===== src/rtl/spi_xfer_ctrl.sv =====
// spi_xfer_ctrl: SPI master transaction sequencer.
// Accepts one frame command, asserts the selected chip-select for a programmable
// setup time, runs the external clock generator through busy/st/last, and uses
// its edge strobes to shift MOSI and sample MISO. After the hold time it releases
// chip-select and returns the received word on a valid/ready response port.
//
// Ports:
//   clk_i, rst_n_i                 clock, synchronous active-low reset
//   cmd_valid_i/cmd_ready_o        command handshake
//   cmd_len_i/cs_i/lsb_i/tx_i      frame length-1, CS index, bit order, tx word
//   cpol_i, cpha_i                 SPI mode (static while a frame is active)
//   dly_i                          CS setup/hold length minus one
//   abort_i                        drop the current frame, no response
//   sck_i, pos_edge_i, neg_edge_i  clock generator level and edge strobes
//   busy_o, st_o, last_o           clock generator controls
//   cs_n_o                         active-low chip-selects
//   mosi_o, miso_i                 serial data
//   rsp_valid_o/rsp_ready_i        response handshake
//   rsp_rx_o                       received word, right-justified
module spi_xfer_ctrl #(
    parameter  int unsigned CS_NUM = 4,
    localparam int unsigned CS_W   = (CS_NUM > 1) ? $clog2(CS_NUM) : 1,
    localparam int unsigned LEN_W  = 5,
    localparam int unsigned DATA_W = 32,
    localparam int unsigned DLY_W  = 8
) (
    input  logic              clk_i,
    input  logic              rst_n_i,
    input  logic              cmd_valid_i,
    output logic              cmd_ready_o,
    input  logic [LEN_W-1:0]  cmd_len_i,
    input  logic [CS_W-1:0]   cmd_cs_i,
    input  logic              cmd_lsb_i,
    input  logic [DATA_W-1:0] cmd_tx_i,
    input  logic              cpol_i,
    input  logic              cpha_i,
    input  logic [DLY_W-1:0]  dly_i,
    input  logic              abort_i,
    input  logic              sck_i,
    input  logic              pos_edge_i,
    input  logic              neg_edge_i,
    output logic              busy_o,
    output logic              st_o,
    output logic              last_o,
    output logic [CS_NUM-1:0] cs_n_o,
    output logic              mosi_o,
    input  logic              miso_i,
    output logic              rsp_valid_o,
    input  logic              rsp_ready_i,
    output logic [DATA_W-1:0] rsp_rx_o
);

    typedef enum logic [2:0] {
        S_IDLE,
        S_SETUP,
        S_XFER,
        S_HOLD,
        S_RESP
    } state_e;

    state_e              state_q, state_d;
    logic [DLY_W-1:0]    cnt_q, cnt_d;
    logic [LEN_W-1:0]    len_q, len_d;
    logic [CS_W-1:0]     cs_q, cs_d;
    logic                lsb_q, lsb_d;
    logic [DATA_W-1:0]   tx_sr_q, tx_sr_d;
    logic [DATA_W-1:0]   rx_sr_q, rx_sr_d;
    logic [LEN_W-1:0]    bit_cnt_q, bit_cnt_d;
    logic                lead_seen_q, lead_seen_d;

    logic                cmd_ready_q, cmd_ready_d;
    logic                busy_q, busy_d;
    logic                st_q, st_d;
    logic                last_q, last_d;
    logic [CS_NUM-1:0]   cs_n_q, cs_n_d;
    logic                mosi_q, mosi_d;
    logic                rsp_valid_q, rsp_valid_d;
    logic [DATA_W-1:0]   rsp_rx_q, rsp_rx_d;

    logic                lead_edge;
    logic                trail_edge;
    logic                sample_en;
    logic                shift_en;
    logic                last_hit;
    logic [LEN_W-1:0]    bit_idx;

    // State and output registers
    always_ff @(posedge clk_i) begin
        if (!rst_n_i) begin
            state_q     <= S_IDLE;
            cnt_q       <= '0;
            len_q       <= '0;
            cs_q        <= '0;
            lsb_q       <= 1'b0;
            tx_sr_q     <= '0;
            rx_sr_q     <= '0;
            bit_cnt_q   <= '0;
            lead_seen_q <= 1'b0;
            cmd_ready_q <= 1'b1;
            busy_q      <= 1'b0;
            st_q        <= 1'b0;
            last_q      <= 1'b0;
            cs_n_q      <= '1;
            mosi_q      <= 1'b0;
            rsp_valid_q <= 1'b0;
            rsp_rx_q    <= '0;
        end else begin
            state_q     <= state_d;
            cnt_q       <= cnt_d;
            len_q       <= len_d;
            cs_q        <= cs_d;
            lsb_q       <= lsb_d;
            tx_sr_q     <= tx_sr_d;
            rx_sr_q     <= rx_sr_d;
            bit_cnt_q   <= bit_cnt_d;
            lead_seen_q <= lead_seen_d;
            cmd_ready_q <= cmd_ready_d;
            busy_q      <= busy_d;
            st_q        <= st_d;
            last_q      <= last_d;
            cs_n_q      <= cs_n_d;
            mosi_q      <= mosi_d;
            rsp_valid_q <= rsp_valid_d;
            rsp_rx_q    <= rsp_rx_d;
        end
    end

    // Next-state, datapath and registered-output decode
    always_comb begin
        state_d     = state_q;
        cnt_d       = cnt_q;
        len_d       = len_q;
        cs_d        = cs_q;
        lsb_d       = lsb_q;
        tx_sr_d     = tx_sr_q;
        rx_sr_d     = rx_sr_q;
        bit_cnt_d   = bit_cnt_q;
        lead_seen_d = lead_seen_q;
        rsp_rx_d    = rsp_rx_q;
        last_hit    = 1'b0;

        // Mode decode: leading edge leaves the idle level
        lead_edge  = cpol_i ? neg_edge_i : pos_edge_i;
        trail_edge = cpol_i ? pos_edge_i : neg_edge_i;
        sample_en  = cpha_i ? trail_edge : lead_edge;
        // With cpha=1 the first bit is already on MOSI, so the first leading edge must not shift
        shift_en   = cpha_i ? (lead_edge && lead_seen_q) : trail_edge;
        bit_idx    = lsb_q ? bit_cnt_q : (len_q - bit_cnt_q);

        unique case (state_q)
            S_IDLE: begin
                if (cmd_valid_i) begin
                    len_d       = cmd_len_i;
                    cs_d        = cmd_cs_i;
                    lsb_d       = cmd_lsb_i;
                    tx_sr_d     = cmd_tx_i;
                    rx_sr_d     = '0;
                    bit_cnt_d   = '0;
                    lead_seen_d = 1'b0;
                    cnt_d       = dly_i;
                    state_d     = S_SETUP;
                end
            end
            S_SETUP: begin
                if (abort_i) begin
                    state_d = S_IDLE;
                end else if (cnt_q == '0) begin
                    state_d = S_XFER;
                end else begin
                    cnt_d = cnt_q - DLY_W'(1);
                end
            end
            S_XFER: begin
                if (abort_i) begin
                    state_d = S_IDLE;
                end else begin
                    // Samples after the final bit are ignored
                    if (sample_en && !last_q) begin
                        rx_sr_d[bit_idx] = miso_i;
                        if (bit_cnt_q == len_q) begin
                            last_hit = 1'b1;
                        end else begin
                            bit_cnt_d = bit_cnt_q + LEN_W'(1);
                        end
                    end
                    if (shift_en) begin
                        tx_sr_d = lsb_q ? {1'b0, tx_sr_q[DATA_W-1:1]}
                                        : {tx_sr_q[DATA_W-2:0], 1'b0};
                    end
                    if (lead_edge) begin
                        lead_seen_d = 1'b1;
                    end
                    // Leave only once the generator has parked SCK at its idle level
                    if (last_q && (sck_i == cpol_i)) begin
                        cnt_d   = dly_i;
                        state_d = S_HOLD;
                    end
                end
            end
            S_HOLD: begin
                if (abort_i) begin
                    state_d = S_IDLE;
                end else if (cnt_q == '0) begin
                    rsp_rx_d = rx_sr_q;
                    state_d  = S_RESP;
                end else begin
                    cnt_d = cnt_q - DLY_W'(1);
                end
            end
            S_RESP: begin
                if (rsp_ready_i) begin
                    state_d = S_IDLE;
                end
            end
            default: begin
                state_d = S_IDLE;
            end
        endcase

        // Outputs are registered, so they are decoded from the next state
        cmd_ready_d = (state_d == S_IDLE);
        busy_d      = (state_d == S_XFER);
        st_d        = (state_d == S_SETUP) && (cnt_d == '0);
        last_d      = (state_d == S_XFER) && (last_q || last_hit);
        rsp_valid_d = (state_d == S_RESP);
        mosi_d      = lsb_d ? tx_sr_d[0] : tx_sr_d[len_d];

        // Out-of-range CS indices match no line; the frame still runs
        cs_n_d = '1;
        if ((state_d == S_SETUP) || (state_d == S_XFER) || (state_d == S_HOLD)) begin
            for (int unsigned i = 0; i < CS_NUM; i++) begin
                if (cs_d == CS_W'(i)) begin
                    cs_n_d[i] = 1'b0;
                end
            end
        end
    end

    assign cmd_ready_o = cmd_ready_q;
    assign busy_o      = busy_q;
    assign st_o        = st_q;
    assign last_o      = last_q;
    assign cs_n_o      = cs_n_q;
    assign mosi_o      = mosi_q;
    assign rsp_valid_o = rsp_valid_q;
    assign rsp_rx_o    = rsp_rx_q;

endmodule


===== config.mk =====
export PLATFORM = sky130hd
export DESIGN_NAME = spi_xfer_ctrl
export DESIGN_NICKNAME = d
export VERILOG_FILES = /design/src/rtl/spi_xfer_ctrl.sv
export SDC_FILE = /design/constraint.sdc
export NUM_CORES = 1
export LEC_CHECK = 0
export CORE_ASPECT_RATIO = 1.75
export CORE_MARGIN = 5
export CORE_UTILIZATION = 46
export DETAILED_ROUTE_END_ITERATION = 10
export DONT_BUFFER_PORTS = 1
export SYNTH_ARGS = -nofsm -noshare
export SYNTH_HDL_FRONTEND = slang
export SYNTH_SLANG_ARGS = --single-unit

===== constraint.sdc =====
create_clock -name clk_i -period 5 [get_ports clk_i]
set_input_delay 0.25 -clock clk_i [delete_from_list [all_inputs] [get_ports clk_i]]
set_output_delay 0.25 -clock clk_i [all_outputs]
set_load 0.005 [all_outputs]

# --- Word-level counts from Yosys, hierarchy flattened ---
# Index checks and enable logic that the tools add are counted.
word_totals:
  regBits: 131
  input_bits: 59
  output_inout_bits: 42
  word_cells: 122
classes:
  addsub: 3
  order_cmp: 3
  eq_ne: 18
  muxes: 58
  bitwise: 1
  reduce_logical: 22
ops:
  columns: ["cell", "n"]
  rows:
  - ["$mux W32", 7]
  - ["$pmux W32 S2", 2]
  - ["$mux W8", 5]
  - ["$mux W5", 7]
  - ["$bwmux W32", 1]
  - ["$mux W3", 8]
  - ["$pmux W8 S3", 1]
  - ["$mux W1", 20]
  - ["$logic_not A8 Y1", 2]
  - ["$pmux W3 S5", 1]
  - ["$eq A3 B2 Y1 const B", 4]
  - ["$lt A5 B6 Y1 const B", 2]
  - ["$ne A2 B2 Y1 const B", 5]
  - ["$pmux W5 S2", 1]
  - ["$reduce_and A4 Y1", 2]
  - ["$sub A8 B1 Y8 const B", 1]
  - ["$eq A3 B1 Y1 const B", 2]
  - ["$eq A3 B3 Y1 const B", 2]
  - ["$logic_and A1 B1 Y1", 6]
  - ["$logic_not A3 Y1", 2]
  - ["$add A5 B1 Y5 const B", 1]
  - ["$bmux W1 S5", 1]
  - ["$demux W1 S5", 1]
  - ["$eq A5 B5 Y1", 1]
  - ["16 further kinds", 20]

# --- Logic depth before layout (Yosys ltp) ---
logic_depth:
  word_depth: 10
  mapped_depth: 13
  mapped_depth_nobuf: 12

# --- Worst setup path before layout ---
# Ideal clock, no wire load.
synth_timing:
  kind: "register to register"
  from: "register bit_cnt_q[0]"
  to: "register rx_sr_q[31]"
  setup_ps: 132
  arrival_ps: 2473
  required_ps: 4868
  setup_slack_ps: 2394
  path_stages_with_launch: 13
  path_buffers: 1
  synth_period_minus_slack_ps: 2606
  cell_sequence: "dfxtp_1 -> ha_1 -> inv_1 -> fa_1 -> a21o_1 -> a21oi_1 -> xnor2_1 -> nor2_1 -> xor2_1 -> clkbuf_1 -> nand2_1 -> o211ai_1 -> a21oi_1"
synth_via:
  elab_chain_cells: 10
  word_cells_on_any_way: 11
  classes_between: "1 x add/sub; 2 x order compare; 7 x mux; 1 x reduce/logical"
synth_rtl:
  columns: ["element", "line", "rtl"]
  rows:
  - ["from (decl)", "68", "logic [LEN_W-1:0] bit_cnt_q, bit_cnt_d;"]
  - ["from (signal assigned)", "115", "bit_cnt_q <= bit_cnt_d;"]
  - ["$sub A5 B5 Y5", "148", "bit_idx = lsb_q ? bit_cnt_q : (len_q - bit_cnt_q);"]
  - ["$mux W5 *", "148", null]
  - ["$lt A5 B6 Y1 (not written as such) or $ge A5 B1 Y1 (tied branches)", "179", "rx_sr_d[bit_idx] = miso_i;"]
  - ["$logic_and A1 B1 Y1 (not written as such)", "179", null]
  - ["$mux W1 (not written as such)", "179", null]
  - ["$demux W1 S5 *", "179", null]
  - ["$bwmux W32 *", "179", null]
  - ["$mux W32 *", "178", "if (sample_en && !last_q) begin"]
  - ["$mux W32 *", "174", "if (abort_i) begin"]
  - ["$pmux W32 S2 *", "150", "unique case (state_q)"]
  - ["to (signal assigned)", "114", "rx_sr_q <= rx_sr_d;"]
  - ["to (decl)", "67", "logic [DATA_W-1:0] rx_sr_q, rx_sr_d;"]
# Every way passes the cells marked *; elsewhere a longest branch is shown, timed or not. The select of a mux whose other input is x is not followed.
# A chain may end at the register's enable or synchronous reset.

# --- Worst setup path after layout ---
layout_timing:
  from: "register state_q[1]"
  to: "register rx_sr_q[2]"
layout_via:
  elab_chain_cells: 3
  word_cells_on_any_way: 8
  classes_between: "4 x eq/ne; 1 x mux; 3 x reduce/logical"
layout_rtl:
  columns: ["element", "line", "rtl"]
  rows:
  - ["from (decl)", "61", "state_e state_q, state_d;"]
  - ["from (signal assigned)", "108", "state_q <= state_d;"]
  - ["$eq A3 B2 Y1 or $logic_not A3 Y1 (tied branches)", "150", null]
  - ["$ne A2 B2 Y1 (no line) or $reduce_bool A2 Y1 (tied branches)", null, null]
  - ["$reduce_and A4 Y1 (no line)", null, null]
# Several ways; a longest one is shown, not always the timed one.

==> qor.yml <==
grt_max_degree: 58
synth_area_leader_cell: "dfxtp_1"
dp_hpwl_um: 14100
io_buffers: 0
use_met2_pct: 42.31
swShare_pct: 28.28
coreArea_um2: 14760
required_ns: 5.33
drc: 0
ir_drop_uv: 222.9
drv_slew: 0
drtIter0Drc: 343
synth_edf_count: 0
post-route-period-util_pct: 65.71
cts_setup_buffers: 0
cp-end-kind: "register"
clk_pin_slew_ns: 0.06
synth_nets: 907
placed_area_um2: 6833
p_seq_share_pct: 40.7
ff2ff_path_depth: 7
fmax_ghz: 0.3044
rows: 59
p_int_uw: 1985
crit_type: "reg2reg"
async_reset_ff_share_pct: 0
min_period_ns: 3.286
worstMarginPinSlew_ns: 1.194
first_pass_iters: 5
vias: 6301
grt-busiest-layer: "met2"
clock_path_buffers: 2
clkPwrFrac_pct: 45.9
cp_max_fo: 51
gr-usage-met3_pct: 4.586
syn_to_final_growth_pct: 9.908
ant_nets: 0
p_total_uw: 2767
cts_tree: "built"
final_layout_size_suffix_gt1_share_pct: 9.564
p_per_area_nw_per_um2: 368.5
grt_pass1_wl_um: 31600
maxCapViolCount: 0
cts_sinks: 131
cts_max_level: 4
fin_nets: 879
synth_area_um2: 6832
root_buffer: "clkbuf_16"
cts_made_buffers: 17
hold_path_depth: 2
critical_path_arrival_ns: 3.62
antenna_found_initial: 1
wl_per_cell_um: 20.03
syn_inst: 841
layout_common_cells: "130 x dfxtp_1, 126 x nand2_1, 85 x a21oi_1, 73 x nor2_1, 38 x o211ai_1"
cts_resized: 0
fin_hold_ws_ns: 0.02114
synth-seq-cells: 131
synth_cell_types: 73
final_cell_area_um2: 7508
ys_warn_count: 0
routabilityCongestion: 0.8754
worstHoldPathType: "in2reg"
p_leak_uw: 0.002553
fin_skew_ns: 0.006042
finalHoldViolCount: 0
seq_area_frac_synth_pct: 38.39
vias_per_cell: 6.239
dieWidth_um: 102.1
net-switching-power_uw: 782.5
final.setup.tns_ns: 0
setup_violations: 0
use_met1_pct: 23.84
synth_top_cell_area_share_pct: 38.39
yosys-top-cells-area: "dfxtp_1 38%, nand2_1 6.9%, a21oi_1 6.2%"
rsz0062_at_grt: "no"
die_y_um: 171.2
ioPinCount: 101
slew_headroom_pct: 20.17
clk_latency_ns: 0.42
syn_avg_cell_area_um2: 8.123
final_common_cell: "dfxtp_1"
grt_overflow: 0
wirelength_um: 20230
start_util_pct: 46.27
track_usage_pct: 22.98
die_area_um2: 17480
synth_ff_type: "dfxtp_1"
crit_path_start_kind: "register"
status: "finished, final reports clean"
grt_pass1_vias: 6179
pwr-share-comb_pct: 13.4
[flip-flops by register name, summed over array words and instances, names as in the netlist, 2 cells and up]
name       flops
bit_cnt_q      5
cnt_q          8
cs_n_o         4
cs_q           2
len_q          5
rsp_rx_o      32
rx_sr_q       32
state_q        3
tx_sr_q       32
[worst paths after layout]
| check | from | to | slack (ns) |
|---|---|---|---|
| worst min-delay path | dly_i[4] | cnt_q[4] | 0.02 |
| worst max-delay path | state_q[1] | rx_sr_q[2] | 1.71 |
| worst min register to register | lead_seen_q | lead_seen_q | 0.46 |
| worst max register to register | state_q[1] | rx_sr_q[2] | 1.71 |
[cell usage after synthesis, types with 3 or more instances]
| master | number |
|---|---|
| nor2b_1 | 6 |
| a221o_2 | 5 |
| mux2i_1 | 25 |
| inv_1 | 16 |
| clkbuf_1 | 35 |
| and3_1 | 4 |
| a221oi_1 | 13 |
| o31ai_1 | 6 |
| xor2_1 | 4 |
| nand3_1 | 14 |
| o21a_1 | 5 |
| a21o_1 | 3 |
| nand3b_1 | 5 |
| nand4_1 | 31 |
| a31oi_1 | 8 |
| buf_4 | 5 |
| nor3_1 | 22 |
| o22ai_1 | 5 |
| buf_6 | 3 |
| a21oi_1 | 85 |
| mux2_2 | 12 |
| xnor2_1 | 7 |
| nor4_1 | 6 |
| nand2_1 | 126 |
| a221o_1 | 5 |
| buf_1 | 3 |
| a22o_1 | 3 |
| buf_2 | 18 |
| nor3b_1 | 10 |
| o21ai_1 | 3 |
| nor2_1 | 73 |
| o311ai_0 | 3 |
| and2_1 | 30 |
| o211ai_1 | 38 |
| ha_1 | 6 |
| dfxtp_1 | 131 |
| o21ai_0 | 19 |
| nand2b_1 | 4 |
[kinds of logic (layout without fill, tap and decap cells)]
logic type	Yosys count	in the layout	synth area share [%]
other cells	0	1	0
simple gates	345	345	24.71
flops	131	131	38.39
compound gates	227	227	22.53
fa+ha+maj	7	7	1.392
buf+inv	81	66	5.385
mux	39	39	6.190
xor+xnor	11	11	1.410
[per-stage QoR]
stage | utilization, % | cells | setup WS, ns
2_1_floorplan | - | 841 | 2.394
3_5_place_dp | 46.28 | 970 | 1.825
5_1_grt | 50.86 | 1010 | 1.463
3_3_place_gp | 46.28 | 970 | 1.931
4_1_cts | 50.84 | 1009 | 1.801
6_report | 50.86 | 1010 | 1.714
[what timing repair did]
| action | CTS | global route |
|---|---|---|
| hold buffers | 7 | 0 |
| endpoints found under the hold margin | 29 | 0 |
| setup endpoints to repair | 0 | 0 |
[layout make-up]
cell class              count  area, µm²
diodes                      1      2.502
clock buffers              19      452.9
clock inverters            13      150.1
fillers                  1439       7256
inverters                  17      63.81
multi-input cells         629       3841
flip-flops and latches    131       2624
well taps                 183      229.0
repair buffers             17      145.1
[routing by layer]
metal	routed length [µm]	up-vias
met4	803	0
li1	-	2993
met1	7219	3018
met3	1172	46
met2	11030	244
met5	0	-
[critical path, stage by stage, from the launching register on]
cell and delay, ns:
dfxtp_1 0.51, nor4b_4 0.40, buf_4 0.52, nor2_1 0.12, nor2_1 0.26, and3_1 0.97, nand4_1 0.22, a21oi_1 0.21
[power groups by stage]
stage | Sequential, µW | Combinational [µW] | Clock [µW]
3_3_place_gp | 1150 | 351 | 0
6_report | 1130 | 370 | 1270
4_1_cts | 1120 | 367 | 1290
3_5_place_dp | 1150 | 358 | 0
2_1_floorplan | 1120 | 303 | 0
5_1_grt | 1130 | 402 | 1340
Note: power is estimated with default switching activity, not from simulation.
